--- src/rtl/mem_port_arbiter.sv ---
// Single-port memory arbiter between instruction fetch and data access.
// Define MEM_ARB_ROUND_ROBIN_EN to alternate grants on simultaneous requests.
`timescale 1ns/1ps

module mem_port_arbiter #(
    parameter int AW      = 32,
    parameter int DW      = 32,
    parameter int TIMEOUT = 64,
    parameter int TW      = 7
) (
    input  logic          clk,
    input  logic          reset,
    input  logic          i_req,
    input  logic [AW-1:0] i_addr,
    output logic [DW-1:0] i_rdata,
    output logic          i_done,
    output logic          i_stall,
    input  logic          d_req,
    input  logic          d_we,
    input  logic [3:0]    d_mask,
    input  logic [AW-1:0] d_addr,
    input  logic [DW-1:0] d_wdata,
    output logic [DW-1:0] d_rdata,
    output logic          d_done,
    output logic          d_stall,
    output logic          mem_req,
    output logic          mem_we,
    output logic [3:0]    mem_mask,
    output logic [AW-1:0] mem_addr,
    output logic [DW-1:0] mem_wdata,
    input  logic          mem_valid,
    input  logic [DW-1:0] mem_rdata,
    output logic          err
);

    typedef enum logic [1:0] {IDLE, WAIT_I, WAIT_D, DONE} state_t;

    localparam logic [TW-1:0] CNT_MAX = TW'(TIMEOUT - 1);

    state_t        state_q, state_d;
    logic [TW-1:0] cnt_q, cnt_d;
    logic          mem_req_q, mem_req_d;
    logic          mem_we_q, mem_we_d;
    logic [3:0]    mem_mask_q, mem_mask_d;
    logic [AW-1:0] mem_addr_q, mem_addr_d;
    logic [DW-1:0] mem_wdata_q, mem_wdata_d;
    logic [DW-1:0] i_rdata_q, i_rdata_d;
    logic [DW-1:0] d_rdata_q, d_rdata_d;
    logic          i_done_q, i_done_d;
    logic          d_done_q, d_done_d;
    logic          err_q, err_d;
    logic          grant_d;
    logic          resp;
    logic          is_d;

`ifdef MEM_ARB_ROUND_ROBIN_EN
    // last_d_q: 1 when the most recent grant went to the data side
    logic          last_d_q, last_d_d;
    assign grant_d = d_req & (~i_req | ~last_d_q);
`else
    assign grant_d = d_req;
`endif

    // A response in the issue cycle itself cannot belong to this access
    assign resp = mem_valid & ~mem_req_q;
    assign is_d = (state_q == WAIT_D);

    always_comb begin
        state_d     = state_q;
        cnt_d       = cnt_q;
        mem_req_d   = 1'b0;
        mem_we_d    = mem_we_q;
        mem_mask_d  = mem_mask_q;
        mem_addr_d  = mem_addr_q;
        mem_wdata_d = mem_wdata_q;
        i_rdata_d   = i_rdata_q;
        d_rdata_d   = d_rdata_q;
        i_done_d    = 1'b0;
        d_done_d    = 1'b0;
        err_d       = err_q;
`ifdef MEM_ARB_ROUND_ROBIN_EN
        last_d_d    = last_d_q;
`endif
        case (state_q)
            IDLE: begin
                if (grant_d) begin
                    mem_req_d   = 1'b1;
                    mem_we_d    = d_we;
                    mem_mask_d  = d_mask;
                    mem_addr_d  = d_addr;
                    mem_wdata_d = d_wdata;
                    state_d     = WAIT_D;
`ifdef MEM_ARB_ROUND_ROBIN_EN
                    last_d_d    = 1'b1;
`endif
                end else if (i_req) begin
                    mem_req_d   = 1'b1;
                    mem_we_d    = 1'b0;
                    mem_mask_d  = 4'b0000;
                    mem_addr_d  = i_addr;
                    mem_wdata_d = '0;
                    state_d     = WAIT_I;
`ifdef MEM_ARB_ROUND_ROBIN_EN
                    last_d_d    = 1'b0;
`endif
                end
            end
            WAIT_I, WAIT_D: begin
                if (resp) begin
                    if (is_d) begin
                        d_rdata_d = mem_rdata;
                        d_done_d  = 1'b1;
                    end else begin
                        i_rdata_d = mem_rdata;
                        i_done_d  = 1'b1;
                    end
                    cnt_d   = '0;
                    state_d = DONE;
                end else if (cnt_q == CNT_MAX) begin
                    if (is_d) begin
                        d_rdata_d = '0;
                        d_done_d  = 1'b1;
                    end else begin
                        i_rdata_d = '0;
                        i_done_d  = 1'b1;
                    end
                    err_d   = 1'b1;
                    cnt_d   = '0;
                    state_d = DONE;
                end else begin
                    cnt_d = cnt_q + 1'b1;
                end
            end
            DONE: begin
                state_d = IDLE;
            end
            default: begin
                state_d = IDLE;
            end
        endcase
    end

    always_ff @(posedge clk or negedge reset) begin
        if (!reset) begin
            state_q     <= IDLE;
            cnt_q       <= '0;
            mem_req_q   <= 1'b0;
            mem_we_q    <= 1'b0;
            mem_mask_q  <= 4'b0000;
            mem_addr_q  <= '0;
            mem_wdata_q <= '0;
            i_rdata_q   <= '0;
            d_rdata_q   <= '0;
            i_done_q    <= 1'b0;
            d_done_q    <= 1'b0;
            err_q       <= 1'b0;
`ifdef MEM_ARB_ROUND_ROBIN_EN
            last_d_q    <= 1'b0;
`endif
        end else begin
            state_q     <= state_d;
            cnt_q       <= cnt_d;
            mem_req_q   <= mem_req_d;
            mem_we_q    <= mem_we_d;
            mem_mask_q  <= mem_mask_d;
            mem_addr_q  <= mem_addr_d;
            mem_wdata_q <= mem_wdata_d;
            i_rdata_q   <= i_rdata_d;
            d_rdata_q   <= d_rdata_d;
            i_done_q    <= i_done_d;
            d_done_q    <= d_done_d;
            err_q       <= err_d;
`ifdef MEM_ARB_ROUND_ROBIN_EN
            last_d_q    <= last_d_d;
`endif
        end
    end

    assign mem_req   = mem_req_q;
    assign mem_we    = mem_we_q;
    assign mem_mask  = mem_mask_q;
    assign mem_addr  = mem_addr_q;
    assign mem_wdata = mem_wdata_q;
    assign i_rdata   = i_rdata_q;
    assign d_rdata   = d_rdata_q;
    assign i_done    = i_done_q;
    assign d_done    = d_done_q;
    assign err       = err_q;
    assign i_stall   = i_req & ~i_done_q;
    assign d_stall   = d_req & ~d_done_q;

endmodule
--- config.mk ---
export PLATFORM = sky130hd
export DESIGN_NAME = mem_port_arbiter
export DESIGN_NICKNAME = d
export VERILOG_FILES = /design/src/rtl/mem_port_arbiter.sv
export SDC_FILE = /design/constraint.sdc
export NUM_CORES = 1
export LEC_CHECK = 0
export ABC_AREA = 1
export BUFFER_PORTS_ARGS = -buffer_cell sky130_fd_sc_hd__clkbuf_2
export CORE_MARGIN = 2
export CORE_UTILIZATION = 40
export CTS_CLUSTER_SIZE = 40
export DETAILED_ROUTE_END_ITERATION = 16
export MAX_ROUTING_LAYER = met4
export PLACE_DENSITY_LB_ADDON = 0.12
export RECOVER_POWER = 25
export SYNTH_ARGS = -nofsm -noshare
export SYNTH_HDL_FRONTEND = slang
export SYNTH_SLANG_ARGS = --single-unit
--- constraint.sdc ---
create_clock -name clk -period 1.6 [get_ports clk]
set_input_delay 0.32 -clock clk [delete_from_list [all_inputs] [get_ports clk]]
set_output_delay 0.32 -clock clk [all_outputs]
set_load 0.005 [all_outputs]
==> flow_metrics.env <==
export IMPL_cts_tree="done"
export IMPL_synth_avg_cell_area_sq_um=9.17
export IMPL_clock_skew_ns=0.00742
export IMPL_path_max_fanout=25
export IMPL_start_util_pct=40.7
export IMPL_p_int_uw=11100
export IMPL_place_port_buffers=276
export IMPL_grt_pass1_vias=5322
export IMPL_period_share_pct=94.1
export IMPL_cts_htree_levels=4
export IMPL_hpwl_um=13000
export IMPL_post_place_ws_ns=0.0607
export IMPL_syn_inst=699
export IMPL_stdcell_area_sq_mm=0.00871
export IMPL_r2r_start="state_q[0]"
export IMPL_ys_seq_elements=146
export IMPL_hold_viol_final=0
export IMPL_worstSetupStartpointType="flop"
export IMPL_synthTopCellsByCount="nand2_1, dfrtp_1, nand4_1, inv_1, nand3_1"
export IMPL_routedWlPerCell_um=15.1
export IMPL_clk_path_buf_depth=2
export IMPL_rsz0062_at_grt="true"
export IMPL_final_layout_size_suffix_gt1_share_pct=37.4
export IMPL_crit_arrival_ns=1.83
export IMPL_reg2regPathDepth=6
export IMPL_grt_max_degree=45
export IMPL_fmax_mhz=664
export IMPL_yosys_cell_types_count=29
export IMPL_synth_nets=841
export IMPL_slew_violations=0
export IMPL_vdd_drop_max_mv=1.14
export IMPL_globalplace_congestion=0.840
export IMPL_rrSetupSlack_ns=0.09
export IMPL_powerDensity_mw_per_mm2=2040
export IMPL_fin_setup_tns_ns=0
export IMPL_timing_max_cap_violations=0
export IMPL_yosysTopAreaCell="dfrtp_1"
export IMPL_switching_share_pct=37.6
export IMPL_wl_um=18100
export IMPL_muxShareOfSynthArea_pct=0
export IMPL_tightest_slew_ns=0.881
export IMPL_ys_flop_type="dfrtp_1"
export IMPL_post_route_min_period_ns=1.51
export IMPL_path_class="flop to flop"
export IMPL_synth_compound_area_share_pct=7.55
export IMPL_antenna_cells=0
export IMPL_seq_power_share_pct=35.8
export IMPL_ys_seq_area_share_pct=57.0
export IMPL_synth_xor_area_share_pct=0.410
export IMPL_finalSetupViolations=0
export IMPL_drt_pass1_iter_count=5
export IMPL_critical_path_endpoint_type="flop"
export IMPL_die_h_um=131
export IMPL_yosysMostFrequentCell="nand2_1"
export IMPL_placed_area_sq_mm=0.00810
export IMPL_cts_buffers=17
export IMPL_synth_fa_ha_area_share_pct=0.780
export IMPL_cts_root_buffer="clkbuf_16"
export IMPL_clk_latency_ns=0.41
export IMPL_synthTopCellsByArea="dfrtp_1, nand2_1, nand4_1"
export IMPL_grt_overflow_total=0
export IMPL_synth_simple_area_share_pct=25.9
export IMPL_drtIter0Drc=239
export IMPL_comb_power_share_pct=41.7
export IMPL_switchingPower_uw=6690
export IMPL_synthArstFlopShare_pct=100
export IMPL_clock_sink_count=146
export IMPL_drtAntennaViolNets=0
export IMPL_viasPerCell=4.82
export IMPL_synth_area_sq_mm=0.00641
export IMPL_critPathRequiredTime_ns=1.92
export IMPL_num_vias=5783
export IMPL_num_nets_final=1114
export IMPL_synth_top_family_by_area="simple AND/OR/NAND/NOR gates"
export IMPL_whs_ns=0.143
export IMPL_p_leak_uw=0.00470
export IMPL_antenna_found_initial=0
export IMPL_die_x_um=131
export IMPL_die_area_sq_mm=0.0171
export IMPL_grt_pass1_wl_um=27500
export IMPL_drc=0
export IMPL_cts_clk_slew_worst_paths_ns=0.06
export IMPL_ys_warn_count=0
export IMPL_synth_top_area_share_pct=57.0
export IMPL_whs_path_depth=3
export IMPL_synth_edff_count=0
export IMPL_r2r_end="mem_addr[24]"
export IMPL_hold_path_end="mem_wdata[27]"
export IMPL_rows=46
export IMPL_io_pins=277
export IMPL_grt_usage_pct=21.3
export IMPL_fin_ws_ns=0.0947
export IMPL_p_clk_share_pct=22.5
export IMPL_core_area_sq_mm=0.0158
export IMPL_outcome="completed"
export IMPL_min_path_type="input port to flop"
export IMPL_area_growth_pct=35.8
export IMPL_min_delay_start="d_wdata[27]"
export IMPL_relSlewSlack_pct=41.2
==> worst max path at each step <==
stage / start / endpoint / slack [ns] / cells past startpoint
2_1_floorplan: state_q[0] / i_rdata[12] / 0.19 / 7
3_3_place_gp: state_q[0] / mem_addr[24] / 0.12 / 6
3_5_place_dp: state_q[1] / cnt_q[5] / 0.06 / 8
4_1_cts: state_q[0] / mem_addr[28] / 0.04 / 6
5_1_grt: state_q[1] / cnt_q[5] / -0.006 / 8
6_report: state_q[0] / mem_addr[24] / 0.09 / 6
==> critical path: stages, from the launching register on <==
cell	delay, ns
dfrtp_1	0.38
inv_1	0.11
ha_2	0.25
o21a_4	0.26
buf_12	0.19
nor2_1	0.05
a31oi_1	0.17
==> sequential cells by signal, summed over array words and instances (netlist names) <==
| signal | cells |
|---|---|
| mem_req | 1 |
| mem_addr | 32 |
| err | 1 |
| mem_we | 1 |
| i_rdata | 32 |
| i_done | 1 |
| d_rdata | 32 |
| state_q | 2 |
| mem_mask | 4 |
| cnt_q | 7 |
| d_done | 1 |
| mem_wdata | 32 |
==> area by class of cell <==
cell class	instances	area, sq um
Multi-Input combinational cell	448	2230
Clock buffer	23	498
Timing Repair Buffer	308	1770
Tap cell	216	270
Sequential cell	146	3650
Inverter	51	191
Fill cell	1528	7060
Clock inverter	7	97.6
==> cell usage in the layout (no fill, tap or decap), drive strengths merged <==
cell type	n
dfrtp	146
clkinvlp	2
bufinv	2
xor2	3
a31o	1
o21a	1
a31oi	32
dlygate4sd3	1
nor2	44
nand4	64
clkinv	2
clkbuf	299
buf	31
a21boi	1
o21ai	39
a21oi	4
o21bai	1
inv	52
nand3	44
ha	4
nand2	210
==> stage by stage <==
step | total power, uW | utilization (%) | instances
floorplan | 10500 | - | 699
global placement | 13800 | 51.4 | 1166
detailed placement | 13900 | 51.4 | 1166
CTS | 18000 | 55.2 | 1197
global route | 19100 | 55.2 | 1199
finish | 17800 | 55.2 | 1199
==> logic make-up after synthesis <==
kind of cell | Yosys count
fa+ha+maj | 4
compound gates | 79
xor+xnor | 3
simple gates | 362
buf+inv | 105
flops | 146
==> power by group through the flow <==
stage                     clock network [uW]  logic [uW]  registers (uW)
after floorplan                            0        3960            6500
after global placement                     0        7370            6410
after detailed placement                   0        7480            6410
after CTS                               4100        7480            6390
after global routing                    4250        8290            6610
final                                   4000        7410            6380
==> what timing repair did <==
action	4_1_cts	5_1_grt
buffers inserted	0	2
hold buffers	1	0
resized for setup	0	1
endpoints found under the setup margin	0	2
endpoints found under the hold margin	28	0
==> layer usage <==
metal | global-route usage [%] | wire length [um] | vias up
met5 | - | 0 | -
met4 | 6.51 | 206 | 0
met3 | 5.29 | 1260 | 17
met2 | 33.5 | 8500 | 194
met1 | 27.4 | 8160 | 2717
li1 | - | - | 2855
Power figures use the tool's default switching activity.
